$ cat src/rtl/bcd_disp_pkg.sv
// Shared types and segment patterns for the BCD seven-segment scan driver.
// Segment constants are active-high, bit order g..a.
package bcd_disp_pkg;

  localparam int NUM_DIGITS = 3;

  typedef enum logic [1:0] {
    DIG_ONES = 2'd0,
    DIG_TENS = 2'd1,
    DIG_HUNS = 2'd2
  } digit_e;

  localparam logic [6:0] SEG_0     = 7'b0111111;
  localparam logic [6:0] SEG_1     = 7'b0000110;
  localparam logic [6:0] SEG_2     = 7'b1011011;
  localparam logic [6:0] SEG_3     = 7'b1001111;
  localparam logic [6:0] SEG_4     = 7'b1100110;
  localparam logic [6:0] SEG_5     = 7'b1101101;
  localparam logic [6:0] SEG_6     = 7'b1111101;
  localparam logic [6:0] SEG_7     = 7'b0000111;
  localparam logic [6:0] SEG_8     = 7'b1111111;
  localparam logic [6:0] SEG_9     = 7'b1101111;
  localparam logic [6:0] SEG_DASH  = 7'b1000000;
  localparam logic [6:0] SEG_BLANK = 7'b0000000;

endpackage

$ cat src/rtl/bcd_to_7seg.sv
// Combinational BCD to active-high seven-segment decoder.
// Non-decimal codes show a dash.
module bcd_to_7seg
  import bcd_disp_pkg::*;
(
  input  logic [3:0] bcd,
  output logic [6:0] seg
);

  always_comb begin
    seg = SEG_DASH;
    case (bcd)
      4'd0:    seg = SEG_0;
      4'd1:    seg = SEG_1;
      4'd2:    seg = SEG_2;
      4'd3:    seg = SEG_3;
      4'd4:    seg = SEG_4;
      4'd5:    seg = SEG_5;
      4'd6:    seg = SEG_6;
      4'd7:    seg = SEG_7;
      4'd8:    seg = SEG_8;
      4'd9:    seg = SEG_9;
      default: seg = SEG_DASH;
    endcase
  end

endmodule

$ cat src/rtl/bcd_sevenseg_scan.sv
// Three-digit multiplexed 7-seg driver with frame-synchronous value commit.
// Define LEADING_ZERO_BLANK_EN to blank leading zeros in huns/tens.
module bcd_sevenseg_scan
  import bcd_disp_pkg::*;
#(
  parameter int REFRESH_DIV    = 50000,
  parameter int BLANK_CYCLES   = 4,
  parameter bit SEG_ACTIVE_LOW = 1'b1,
  parameter bit AN_ACTIVE_LOW  = 1'b1
) (
  input  logic       clk,
  input  logic       rst,
  input  logic [3:0] huns,
  input  logic [3:0] tens,
  input  logic [3:0] ones,
  input  logic       load,
  output logic       pending,
  output logic       frame_start,
  output logic [2:0] an,
  output logic [6:0] seg
);

  localparam int CW = $clog2(REFRESH_DIV + 1);
  localparam logic [CW-1:0] CNT_LAST = CW'(REFRESH_DIV - 1);
  localparam logic [CW-1:0] BLANK_AT = CW'(REFRESH_DIV - BLANK_CYCLES);
  localparam logic [6:0] SEG_POL = SEG_ACTIVE_LOW ? 7'h7F : 7'h00;
  localparam logic [2:0] AN_POL  = AN_ACTIVE_LOW ? 3'b111 : 3'b000;

  digit_e          dig_q, dig_d;
  logic [CW-1:0]   cnt_q, cnt_d;
  logic            wrap, boundary;

  logic [3:0]      disp_h, disp_t, disp_o;
  logic [3:0]      pend_h, pend_t, pend_o;
  logic            scanned;

  logic [3:0]      cur;
  logic [6:0]      dec, seg_d;
  logic [NUM_DIGITS-1:0] an_d;
  logic            blank, zero_blank;

  always_ff @(posedge clk) begin
    if (rst) begin
      dig_q <= DIG_ONES;
      cnt_q <= '0;
    end else begin
      dig_q <= dig_d;
      cnt_q <= cnt_d;
    end
  end

  always_comb begin
    dig_d    = dig_q;
    cnt_d    = cnt_q + 1'b1;
    wrap     = (cnt_q == CNT_LAST);
    boundary = wrap && (dig_q == DIG_HUNS);
    if (wrap) begin
      cnt_d = '0;
      case (dig_q)
        DIG_ONES: dig_d = DIG_TENS;
        DIG_TENS: dig_d = DIG_HUNS;
        default:  dig_d = DIG_ONES;
      endcase
    end
  end

  bcd_to_7seg u_dec (
    .bcd (cur),
    .seg (dec)
  );

`ifdef LEADING_ZERO_BLANK_EN
  assign zero_blank = (disp_h == 4'd0) &&
    ((dig_q == DIG_HUNS) ||
     ((dig_q == DIG_TENS) && (disp_t == 4'd0)));
`else
  assign zero_blank = 1'b0;
`endif

  always_comb begin
    cur  = disp_o;
    an_d = 3'b001;
    case (dig_q)
      DIG_TENS: begin
        cur  = disp_t;
        an_d = 3'b010;
      end
      DIG_HUNS: begin
        cur  = disp_h;
        an_d = 3'b100;
      end
      default: ;
    endcase
    blank = (cnt_q >= BLANK_AT);
    seg_d = zero_blank ? SEG_BLANK : dec;
    if (blank) begin
      an_d  = '0;
      seg_d = SEG_BLANK;
    end
  end

  // A load coinciding with the boundary bypasses the pending stage.
  always_ff @(posedge clk) begin
    if (rst) begin
      disp_h      <= '0;
      disp_t      <= '0;
      disp_o      <= '0;
      pend_h      <= '0;
      pend_t      <= '0;
      pend_o      <= '0;
      pending     <= 1'b0;
      scanned     <= 1'b0;
      frame_start <= 1'b0;
      an          <= AN_POL;
      seg         <= SEG_POL;
    end else begin
      if (load && boundary) begin
        disp_h  <= huns;
        disp_t  <= tens;
        disp_o  <= ones;
        pending <= 1'b0;
      end else if (load) begin
        pend_h  <= huns;
        pend_t  <= tens;
        pend_o  <= ones;
        pending <= 1'b1;
      end else if (boundary && pending) begin
        disp_h  <= pend_h;
        disp_t  <= pend_t;
        disp_o  <= pend_o;
        pending <= 1'b0;
      end
      if (boundary) scanned <= 1'b1;
      frame_start <= scanned &&
        (dig_q == DIG_ONES) && (cnt_q == '0);
      an  <= an_d ^ AN_POL;
      seg <= seg_d ^ SEG_POL;
    end
  end

endmodule

$ cat config.mk
export PLATFORM = sky130hd
export DESIGN_NAME = bcd_sevenseg_scan
export DESIGN_NICKNAME = d
export VERILOG_FILES = /design/src/rtl/bcd_disp_pkg.sv /design/src/rtl/bcd_to_7seg.sv /design/src/rtl/bcd_sevenseg_scan.sv
export SDC_FILE = /design/constraint.sdc
export NUM_CORES = 1
export LEC_CHECK = 0
export ABC_AREA = 1
export CAP_MARGIN = 20
export CORE_MARGIN = 2
export CORE_UTILIZATION = 45
export DETAILED_ROUTE_END_ITERATION = 6
export PLACE_DENSITY = 0.64
export SETUP_SLACK_MARGIN = 0.02
export SLEW_MARGIN = 10
export SYNTH_ARGS = -nofsm -noshare
export SYNTH_HDL_FRONTEND = slang
export SYNTH_SLANG_ARGS = --single-unit
$ cat constraint.sdc
create_clock -name clk -period 5.9 [get_ports clk]
set_input_delay 1.77 -clock clk [delete_from_list [all_inputs] [get_ports clk]]
set_output_delay 1.77 -clock clk [all_outputs]
set_load 0.01 [all_outputs]
Word-level counts from Yosys, hierarchy flattened
Memories as Yosys holds them, arrays and structs flattened.
Index checks and enable logic that the tools add are counted.
- add/subtract/negate cells: 1
- order comparisons: 1
- eq/ne operators: 4
- multiplexer cells: 16
- bitwise logic cells: 3
- reductions and logical operators: 13
- operator list (operator ; count):
    two-way mux 4 bit ; 9
    adder 16 x 1 -> 16 bit (second input constant) ; 1
    equality test 16 bit (second input constant) ; 1
    greater-or-equal comparator 16 bit (second input constant) ; 1
    logical NOT 16 bit ; 1
    one-hot mux 4 bit (2 select lines) ; 1
    two-way mux 7 bit ; 1
    inverter 7 bit ; 1
    one-hot mux 3 bit (2 select lines) ; 1
    logical AND 1 bit ; 5
    one-hot mux 2 bit (2 select lines) ; 1
    AND reduction 2 bit ; 2
    nonzero test 2 bit ; 2
    OR reduction 2 bit ; 2
    two-way mux 3 bit ; 1
    inverter 3 bit ; 1
    equality test 2 x 1 -> 1 bit (second input constant) ; 1
    equality test 2 bit (second input constant) ; 1
    logical NOT 2 bit ; 1
    two-way mux 1 bit ; 2
    != test 2 x 1 -> 1 bit (second input constant) ; 1
    inverter 1 bit ; 1
- flip-flop bits (word level): 55
- ROM bits: 112
- input bits: 15
- output and inout bits: 12
- logic and storage cells: 52
- memories kept: 1
- memory list (name ; depth ; bits a word ; rd ports ; clocked after Yosys merged registers in ; wr ports ; RTL line ; source):
    (name not given) ; 16 ; 7 ; 1 ; 0 ; 0 ; bcd_to_7seg.sv:12 ; case (bcd)

Logic depth before layout (Yosys ltp)
Gate-level depths: netlist of the first run.
- word-level depth: 6
- depth in mapped cells: 12
- depth with buffers taken out: 12

By module
Synthesis of the first run repeated with hierarchy kept, for this count alone.
- cell total of the unflattened synthesis: 405
- area, all modules: 2819.0 um^2
- by module, submodules not included (module ; times used ; cells each ; area each (um^2) ; seq. area each (um^2)):
    bcd_sevenseg_scan ; 1 ; 369 ; 2616.3 ; 1101.1
    bcd_to_7seg ; 1 ; 36 ; 202.7 ; 0.0

Least setup slack after synthesis of the first run
Ideal clock, no wire load.
- path kind: input to register
- from: in load
- to: reg disp_h[3]
- setup time: 115 ps
- arrival: 2517 ps
- data required time: 5785 ps
- setup slack: 3268 ps
- stages: 5
- path buffers: 2
- cells stage by stage: clkbuf_1 clkbuf_1 nand2_1 nand2_1 a21oi_2
- word-level cells in the longest chain between the ends: 3
- elaborated cells between the ends (all ways): 5
- those cells by class: eq/ne: 1; mux: 1; reduce/logical: 3
- RTL lines (item ; RTL line ; source):
    start: declaration ; bcd_sevenseg_scan.sv:16 ; input logic load,
    logical AND 1 bit ; bcd_sevenseg_scan.sv:117 ; if (load && boundary) begin
    != test 2 x 1 -> 1 bit (no line) or nonzero test 2 bit (tied branches) ; - ;
    AND reduction 2 bit (no line) ; - ;
    end signal: assignment ; bcd_sevenseg_scan.sv:118 ; disp_h <= huns;
    end signal: assignment ; bcd_sevenseg_scan.sv:128 ; disp_h <= pend_h;
    end: declaration ; bcd_sevenseg_scan.sv:33 ; logic [3:0] disp_h, disp_t, disp_o;
Parallel ways exist; a longest one is shown, timed or not.
A chain may end at the register's enable or synchronous reset.

Worst setup path after layout of the first run
- from: in load
- to: reg disp_t[2]
- word-level cells in the longest chain between the ends: 3
- elaborated cells between the ends (all ways): 5
- those cells by class: eq/ne: 1; mux: 1; reduce/logical: 3
- RTL lines (item ; RTL line ; source):
    logical AND 1 bit ; bcd_sevenseg_scan.sv:117 ;
    != test 2 x 1 -> 1 bit (no line) or nonzero test 2 bit (tied branches) ; - ;
    AND reduction 2 bit (no line) ; - ;
    end signal: assignment ; bcd_sevenseg_scan.sv:119 ; disp_t <= tens;
    end signal: assignment ; bcd_sevenseg_scan.sv:129 ; disp_t <= pend_t;
    end: declaration ; bcd_sevenseg_scan.sv:33 ;
Parallel ways exist; a longest one is shown, timed or not.

==> results of run 1 <==
-- per-layer routing --
metal / up-vias / share of wire (%) / wire (um) / track usage [%]
met5: - / 0 / 0 / 0
met2: 38 / 45 / 2440 / 25.1
met4: 0 / 0.67 / 36 / 4.47
li1: 1312 / - / - / -
met1: 1050 / 50 / 2710 / 22.5
met3: 2 / 4.0 / 216 / 4.23
-- layout make-up --
class                           count  area [um^2]  area share (%)
Clock buffer                        6         82.6            2.52
Clock inverter                      2         16.3           0.495
Inverter                           65          244            7.43
Multi-Input combinational cell    277         1480            44.9
Sequential cell                    55         1100            33.5
Tap cell                           77         96.3            2.93
Timing Repair Buffer               27          268            8.16
-- worst max-delay path: stages --
cell             delay [ps]
clkdlybuf4s50_1         470
buf_4                   350
nor2_1                   80
inv_1                   120
nand4_4                 210
inv_1                   500
a21oi_1                 130
-- sequential cells by signal, summed over array words and instances (netlist names) --
register     count
pend_h           4
disp_h           4
cnt_q           16
disp_t           4
seg              7
frame_start      1
disp_o           4
scanned          1
pend_o           4
pending          1
pend_t           4
an               3
dig_q            2
-- power breakdown --
group          switching [mW]  internal, mW
Clock                   0.126        0.0961
Combinational          0.0310        0.0279
Sequential            0.00552         0.381
-- cells by family after synthesis --
| family | after synthesis |
|---|---|
| and+or+nand+nor | 207 |
| buffers and inverters | 79 |
| AOI/OAI and AO/OA | 56 |
| DFF | 55 |
| adders and majority gates | 12 |
| xor gates and xnor gates | 2 |
-- worst min-delay path by stage --
stage and endpoint:
6_report scanned, 5_1_grt scanned, 4_1_cts scanned, 3_5_place_dp scanned, 3_3_place_gp scanned, 2_1_floorplan scanned
-- Yosys cell counts (2+ instances only) --
cell	instances	area, um^2
buf_2	4	20.0
buf_6	5	56.3
nor2_1	29	109
nor2_4	4	45.0
nor4_1	2	12.5
o21ai_0	12	60.1
buf_4	2	15.0
nor2_2	2	12.5
nand3_2	8	80.1
dfxtp_1	55	1100
a21oi_2	10	87.6
nor3b_1	2	15.0
o211ai_1	2	15.0
nor3_1	3	15.0
nand2_1	122	458
o21a_1	2	15.0
a21oi_1	29	145
nand3_1	21	105
nand2_2	5	31.3
ha_1	12	150
clkbuf_1	2	7.51
inv_1	64	240
nand4_1	3	18.8
-- metrics by stage --
| stage | utilization, % | hold slack [ps] | cells |
|---|---|---|---|
| after floorplan | - | 424 | 411 |
| after global placement | 50.4 | 443 | 501 |
| after detailed placement | 50.4 | 451 | 501 |
| after CTS | 52.0 | 466 | 509 |
| after global routing | 52.0 | 486 | 509 |
| final | 52.0 | 464 | 509 |
==> metrics, run 1 <==
Reg2Reg Depth=11; final worst-path cycle share=58.6%; H-tree levels=2; final layout net count=~460; most common cell after layout, fill and taps aside=nand2_1; setup TNS=0 ps; core area=6310 um^2; initial antenna violation count=0; FF-to-FF Start=dig_q[0]; count of yosys warnings during synthesis=0; gpl congestion=0.795; wire per inst=10.6 um; Layout area overhead=12.3%; via density per instance=around 4.7; Tightest Pin Transition=~950 ps; post-synthesis compound-gate area fraction=11.3%; Worst-Skew Late Latency=310 ps; Post-DP Area=about 3200 um^2; Worst Setup End Kind=register; worst hold path startpoint=scanned; first-pass GRT wire length=between 9000 and 10000 um; Tmin final=about 3500 ps; ant diodes=0; most frequent cells in the layout=122 x nand2_1, 64 x inv_1, 55 x dfxtp_1; Worst Skew=~18 ps; Post-Syn Area per Cell=between 7 and 8 um^2; register bit total from synthesis=55; HPWL Detailed=about 3900 um; pwr dens=203 nW/um^2; Critical R2R Capture=seg[5]; max-slew violations=0; Reg clk slew, reported paths=about 90 ps; simple-gate share of the synthesized area=33.4%; Crit Path Category=input pin to register; Max FO, Critical Path=38; XOR/XNOR Fraction of Synth Area=less than 1%; Fin. Hold Viols=0; largest family of logic cells by synthesized area=simple AND/OR/NAND/NOR gates; ys async rst share=0%; Vias=2402; Fmax achieved=just under 0.3 GHz; CTS tree=done; vias in the first global route=between 2000 and 2500; final setup margin=roughly 2400 ps; startpoint types=input pin; Syn Inst Count=roughly 400; Bufs on Longest Clock Path=2; Final Cell Area=around 3300 um^2; total clock sinks=55; prevailing post-synth register cell=dfxtp_1; Die H=approximately 85 um; outcome=completed; Worst EP arrival=3640 ps; count of final setup violators=0; largest net degree at the start of global routing=39; Initial Util=between 40 and 50%; CTS root buf=clkbuf_8; CP required=about 6100 ps; worst setup path end=disp_t[2]; antenna-violating nets left=0; PortBufs=26; Die Wd=84.6 um; CP Launch Point=load; Core Rows=29; CTS Hold Bufs=0; mux contribution to synthesized area=0%; worst hold path class=register to register; detailed-route DRC error count=0; die area=roughly 7200 um^2; area of the mapped netlist=between 2000 and 3000 um^2; FILL cells=between 600 and 700; Lkg Pwr=around 1.5 nW; EDFF count, synth=0; R2R Setup Slk=3520 ps; Final Total Pwr=between 0.6 and 0.7 mW; Slew headroom=a little under two fifths; TritonCTS Buffers=5; proportion of layout cells with a drive suffix above 1=under 10%; Synth cell types=34; Remaining Overflow, GRT=0; Setup WS pre-CTS=2110 ps; Pre-antenna DRT Iters=4; adder-cell area share of the yosys netlist=slightly above 5%; maximum VDD drop=approximately 0.12 mV; WHS Path Cells=2; Initial DRC Count=75; setup bufs post-CTS=0; Post-CTS Resized=0; GRT Util Overall=~16%; final wirelength=around 5400 um; # IOs=27; register area share after synthesis=around 38%; Max Cap Violations=0; RSZ-0062 raised after global routing=false; Syn Nets=around 440
Note: power is estimated with default switching activity, not from simulation.
==> run 2: changes to the inputs <==
Clock period 5.9 ns to 3.23 ns, I/O delays scaled along.
==> metrics, run 2 (synthesis results as in run 1) <==
outcome=completed; most common cell after layout, fill and taps aside=nand2_1; Initial Util=46.3% (unchanged); Fin. Hold Viols=0 (unchanged); most frequent cells in the layout=122 x nand2_1, 64 x inv_1, 55 x dfxtp_1; Vias=2421 (+0.79%); maximum VDD drop=0.241 mV (+100%); final worst-path cycle share=72.8%; FF-to-FF Start=dig_q[0]; count of final setup violators=0 (unchanged); first-pass GRT wire length=9280 um (-1.2%); setup bufs post-CTS=0 (unchanged); CP required=3420 ps (-2660 ps); Post-Place Cells=502 (+0.20%); ant diodes=0 (unchanged); Max stage delay on crit path=470 ps (-30 ps); Final Non-Filler Cells=510 (+0.20%); Die H=84.6 um (unchanged); GRT Util Overall=15.8% (-0.41 points); Max stage delay cell, worst path=o21ai_0; Remaining Overflow, GRT=0 (unchanged); Tightest Pin Transition=694 ps (-253 ps); wire per inst=10.6 um (+0.14%); # IOs=27 (unchanged); Worst EP arrival=2540 ps (-1100 ps); Max FO, Critical Path=8 (-79%); WHS=455 ps (-9.61 ps); max reg flops=16 (unchanged); pwr dens=390 nW/um^2 (+92%); CTS tree=done; TritonCTS Buffers=5 (unchanged); Worst-Skew Late Latency=310 ps (about the same); final layout net count=459 (+0.22%); vias in the first global route=2174 (+4.0%); Pint=0.999 mW (+98%); largest net degree at the start of global routing=38 (-2.6%); Crit Path Category=register to register; detailed-route DRC error count=0 (unchanged); die area=7160 um^2 (unchanged); HPWL Detailed=4010 um (+2.6%); Fmax achieved=around 0.43 GHz; Worst Skew=2.53 ps (-15.2 ps); setup TNS=0 ps (unchanged); Seq pwr share=54.8% (-3.2 points); worst hold path startpoint=scanned; worst-path cell chain=inv_1 -> ha_1 -> nand2_1 -> nand2_1 -> o21ai_0 -> inv_1 -> ha_1 -> o21ai_0 -> inv_1 -> nand2_1 -> nand3_1; Reg2Reg Depth=11 (unchanged); via density per instance=4.75 (+0.59%); max-slew violations=0 (unchanged); initial antenna violation count=0 (unchanged); Reg clk slew, reported paths=90 ps (about the same); Layout area overhead=13.2%; Slew headroom=53.2% (+16 points); total clock sinks=55 (unchanged); largest register by flop count=cnt_q; combinational power share=8.4% (-0.4 points); worst hold path class=register to register; startpoint types=register; PortBufs=26 (unchanged); Post-CTS Resized=0 (unchanged); Core Rows=29 (unchanged); Clk pwr share=36.8% (+3.6 points); Die Wd=84.6 um (unchanged); RSZ-0062 raised after global routing=false; CTS Hold Bufs=0 (unchanged); proportion of layout cells with a drive suffix above 1=10.2% (+0.21 points); Hold EP=scanned; Max Cap Violations=0 (unchanged); gpl congestion=0.800 (+0.58%); Critical R2R Capture=seg[5]; core area=6310 um^2 (unchanged); Lkg Pwr=1.52 nW (+1.2%); H-tree levels=2 (unchanged); R2R Setup Slk=880 ps (-2640 ps); WHS Path Cells=2 (unchanged); Net Switching=0.290 mW (+79%); Tmin final=about 2400 ps; antenna-violating nets left=0 (unchanged); Bufs on Longest Clock Path=2 (unchanged); Switching Fraction=22.5% (-1.8 points); final wirelength=5420 um (+0.33%); Worst Setup End Kind=register; Pre-antenna DRT Iters=4 (unchanged); Initial DRC Count=96 (+28%); biggest regs=cnt_q x16, seg x7; CTS root buf=clkbuf_8
[run 2: cell count changes in the layout (fill, tap and decap cells not counted), sizes merged]
cell      change
buf           +1
bufinv        +1
clkinvlp      -1
[run 2: worst max-delay path by stage]
stage,from,end,slack [ps],cells after the start
after global placement,load,disp_t[2],640,6
after global routing,dig_q[0],seg[5],620,11
after floorplan,dig_q[0],seg[5],1220,12
final,dig_q[0],seg[5],880,11
after CTS,dig_q[0],seg[5],860,11
after detailed placement,load,disp_t[1],640,6
[run 2: per-stage QoR]
step                      worst slack (ps)  total power [mW]  instance area [um^2]  utilization (%)
final                                  878              1.29                  3310             52.4
after global routing                   623              1.35                  3310             52.4
after CTS                              861              1.31                  3310             52.4
after detailed placement               635             0.832                  3190             50.6
after global placement                 644             0.831                  3190             50.6
after floorplan                       1220             0.791                  2920                -
[run 2: critical path, delay by kind of cell, from the launching register on]
| kind | cells | cell delay, ps |
|---|---|---|
| AND/OR/NAND/NOR | 4 | 300 |
| buffers and inverters | 3 | 300 |
| AO/OA/AOI/OAI | 2 | 670 |
| flip-flops | 1 | 380 |
| adder cells (fa/ha/maj) | 2 | 590 |
[run 2: final cells by class]
| cell class | instances | area (um^2) |
|---|---|---|
| multi-input cells | 277 | 1480 |
| repair buffers | 28 | 275 |
| fillers | 637 | 3000 |
| flip-flops and latches | 55 | 1100 |
| clock inverters | 2 | 35.0 |
| clock buffers | 6 | 82.6 |
| well taps | 77 | 96.3 |
| inverters | 65 | 244 |
[run 2: power by group through the flow]
stage | logic (mW) | registers (mW) | clock network (mW)
after floorplan | 0.0675 | 0.723 | 0
after global placement | 0.108 | 0.723 | 0
after detailed placement | 0.110 | 0.722 | 0
after CTS | 0.110 | 0.707 | 0.495
after global routing | 0.123 | 0.709 | 0.513
final | 0.108 | 0.707 | 0.475
[run 2: routing by layer]
layer / track usage, % / wire [um]
met5: 0 / 0
met4: 8.08 / 123
met3: 3.34 / 195
met2: 24.8 / 2450
met1: 20.5 / 2650
==> run 3: changes to the inputs <==
Settings changed: PLACE_DENSITY 0.64 to 0.66.
Clock period 3.23 ns to 2 ns, I/O delays scaled along.
==> metrics, run 3 (synthesis results as in run 1) <==
Max FO, Critical Path=2 (-6); most common cell after layout, fill and taps aside=nand2_1; ant diodes=0 (unchanged); Remaining Overflow, GRT=0 (unchanged); Initial Util=46.3% (unchanged); antenna-violating nets left=0 (unchanged); CP delay by family, top=buffers and inverters; Worst Setup End Kind=primary output; Final Total Pwr=1.95 mW (+51%); Max Cap Violations=0 (unchanged); gpl congestion=0.839 (+4.9%); CTS Hold Bufs=0 (unchanged); Fmax achieved=approximately 0.55 GHz; count of final setup violators=0 (unchanged); proportion of layout cells with a drive suffix above 1=13.8% (+3.6 points); Reg area=1100 um^2 (+0.23%); Tightest Pin Transition=353 ps (-341 ps); Reg clk slew, reported paths=100 ps (about the same); critical path depth in cells=1 (-10); Max stage delay on crit path=540 ps (+70 ps); largest net degree at the start of global routing=37 (-2.6%); Worst-Skew Late Latency=320 ps (about the same); HPWL Detailed=3930 um (-1.9%); setup bufs post-CTS=0 (unchanged); total clock sinks=55 (unchanged); startpoint types=register; PortBufs=26 (unchanged); worst hold path class=register to register; Bufs on Longest Clock Path=2 (unchanged); CTS tree=done; Fin. Hold Viols=0 (unchanged); Multi-input gate area=1490 um^2 (+1.3%); most frequent cells in the layout=122 x nand2_1, 61 x inv_1, 53 x dfxtp_1; GR Util met2=26.1% (+1.2 points); worst-path cell chain=clkdlybuf4s50_1; WHS Path Cells=2 (unchanged); pwr dens=574 nW/um^2 (+47%); maximum VDD drop=0.355 mV (+47%); core area=6310 um^2 (unchanged); Tmin final=1800 ps; via density per instance=4.68 (-1.4%); max reg flops=16 (unchanged); max-slew violations=0 (unchanged); Worst EP arrival=1200 ps (-1340 ps); initial antenna violation count=0 (unchanged); Crit Path Category=register to primary output; worst hold path startpoint=scanned; Core Rows=29 (unchanged); Layout area overhead=16.3%; outcome=completed; RSZ-0062 raised after global routing=false; die area=7160 um^2 (unchanged); Lkg Pwr=1.55 nW (+2.3%); GRT Util Overall=16.3% (+0.50 points); H-tree levels=2 (unchanged); first-pass GRT wire length=9740 um (+4.9%); CP required=1400 ps (-2020 ps); final worst-path cycle share=around 90%; TritonCTS Buffers=5 (unchanged); final layout net count=468 (+2.0%); Slew headroom=76.4% (+23 points); Vias=2428 (+0.29%); CTS root buf=clkbuf_8; Die H=84.6 um (unchanged); wire per inst=10.3 um (-2.6%); FF-to-FF Start=dig_q[0]; met1 Usage GRT=21.8% (+1.3 points); biggest regs=cnt_q x16, seg x7; busiest metal layer after global routing=met2; vias in the first global route=2250 (+3.5%); Initial DRC Count=82 (-15%); FILL cells=618 (-3.0%); Buf/Inv on CP=1 (-2); Pre-antenna DRT Iters=4 (unchanged); detailed-route DRC error count=0 (unchanged); final wirelength=5370 um (-0.90%); Worst Skew=15.0 ps (+12.5 ps); WHS=457 ps (+2.70 ps); largest register by flop count=cnt_q; final core utilization=53.8% (+1.4 points); Reg2Reg Depth=12 (+1); Max stage delay cell, worst path=clkdlybuf4s50_1; CP Launch Point=pending; setup TNS=0 ps (unchanged); grt met3 use=3.24% (-0.098 points); # IOs=27 (unchanged); Die Wd=84.6 um (unchanged)
run 3: cell count changes in the layout (fill, tap and decap cells not counted), sizes merged:
cell      before  now
buf            2   11
inv           65   66
bufinv         1    0
clkinv         1    0
clkbuf         6    5
clkinvlp       0    2
run 3: metrics by stage:
step                      setup WS (ps)  instances  area, um^2
after floorplan                    37.4        411        2920
after global placement             75.4        511        3280
after detailed placement           12.3        511        3280
after CTS                          40.9        519        3380
after global routing               39.4        519        3400
final                               197        519        3400
run 3: timing repair:
action                                  CTS  global route
pin swaps                                 0             1
endpoints found under the setup margin    1             7
gates resized for setup                   1             8
run 3: layout make-up:
type,count,area share (%)
Clock buffer,5,2.03
Clock inverter,3,0.700
Inverter,65,7.18
Multi-Input combinational cell,277,44.0
Sequential cell,55,32.5
Tap cell,77,2.84
Timing Repair Buffer,37,10.8
run 3: routing by layer:
layer  part of all wire, %  vias up  wire (um)
met5                     0        -          0
met2                    43       35       2300
met4                   1.9        0        102
met1                    52     1050       2790
li1                      -     1335          -
met3                   3.3        8        175
run 3: worst min-delay path: stages, from the launching register on:
cell and delay, ps:
dfxtp_1 320, inv_1 50, a21oi_1 50
run 3: final timing paths:
check             endpoint  slack [ps]
hold reg to reg    scanned         460
hold / removal     scanned         460
setup / recovery   pending         200
setup reg to reg    seg[3]         200
run 3: report_power, final:
| part | switching [mW] | leakage (nW) | total [mW] | internal [mW] |
|---|---|---|---|---|
| logic | 0.0921 | 1.06 | 0.182 | 0.0900 |
| clock network | 0.376 | 0.0408 | 0.627 | 0.251 |
| registers | 0.0160 | 0.451 | 1.14 | 1.13 |
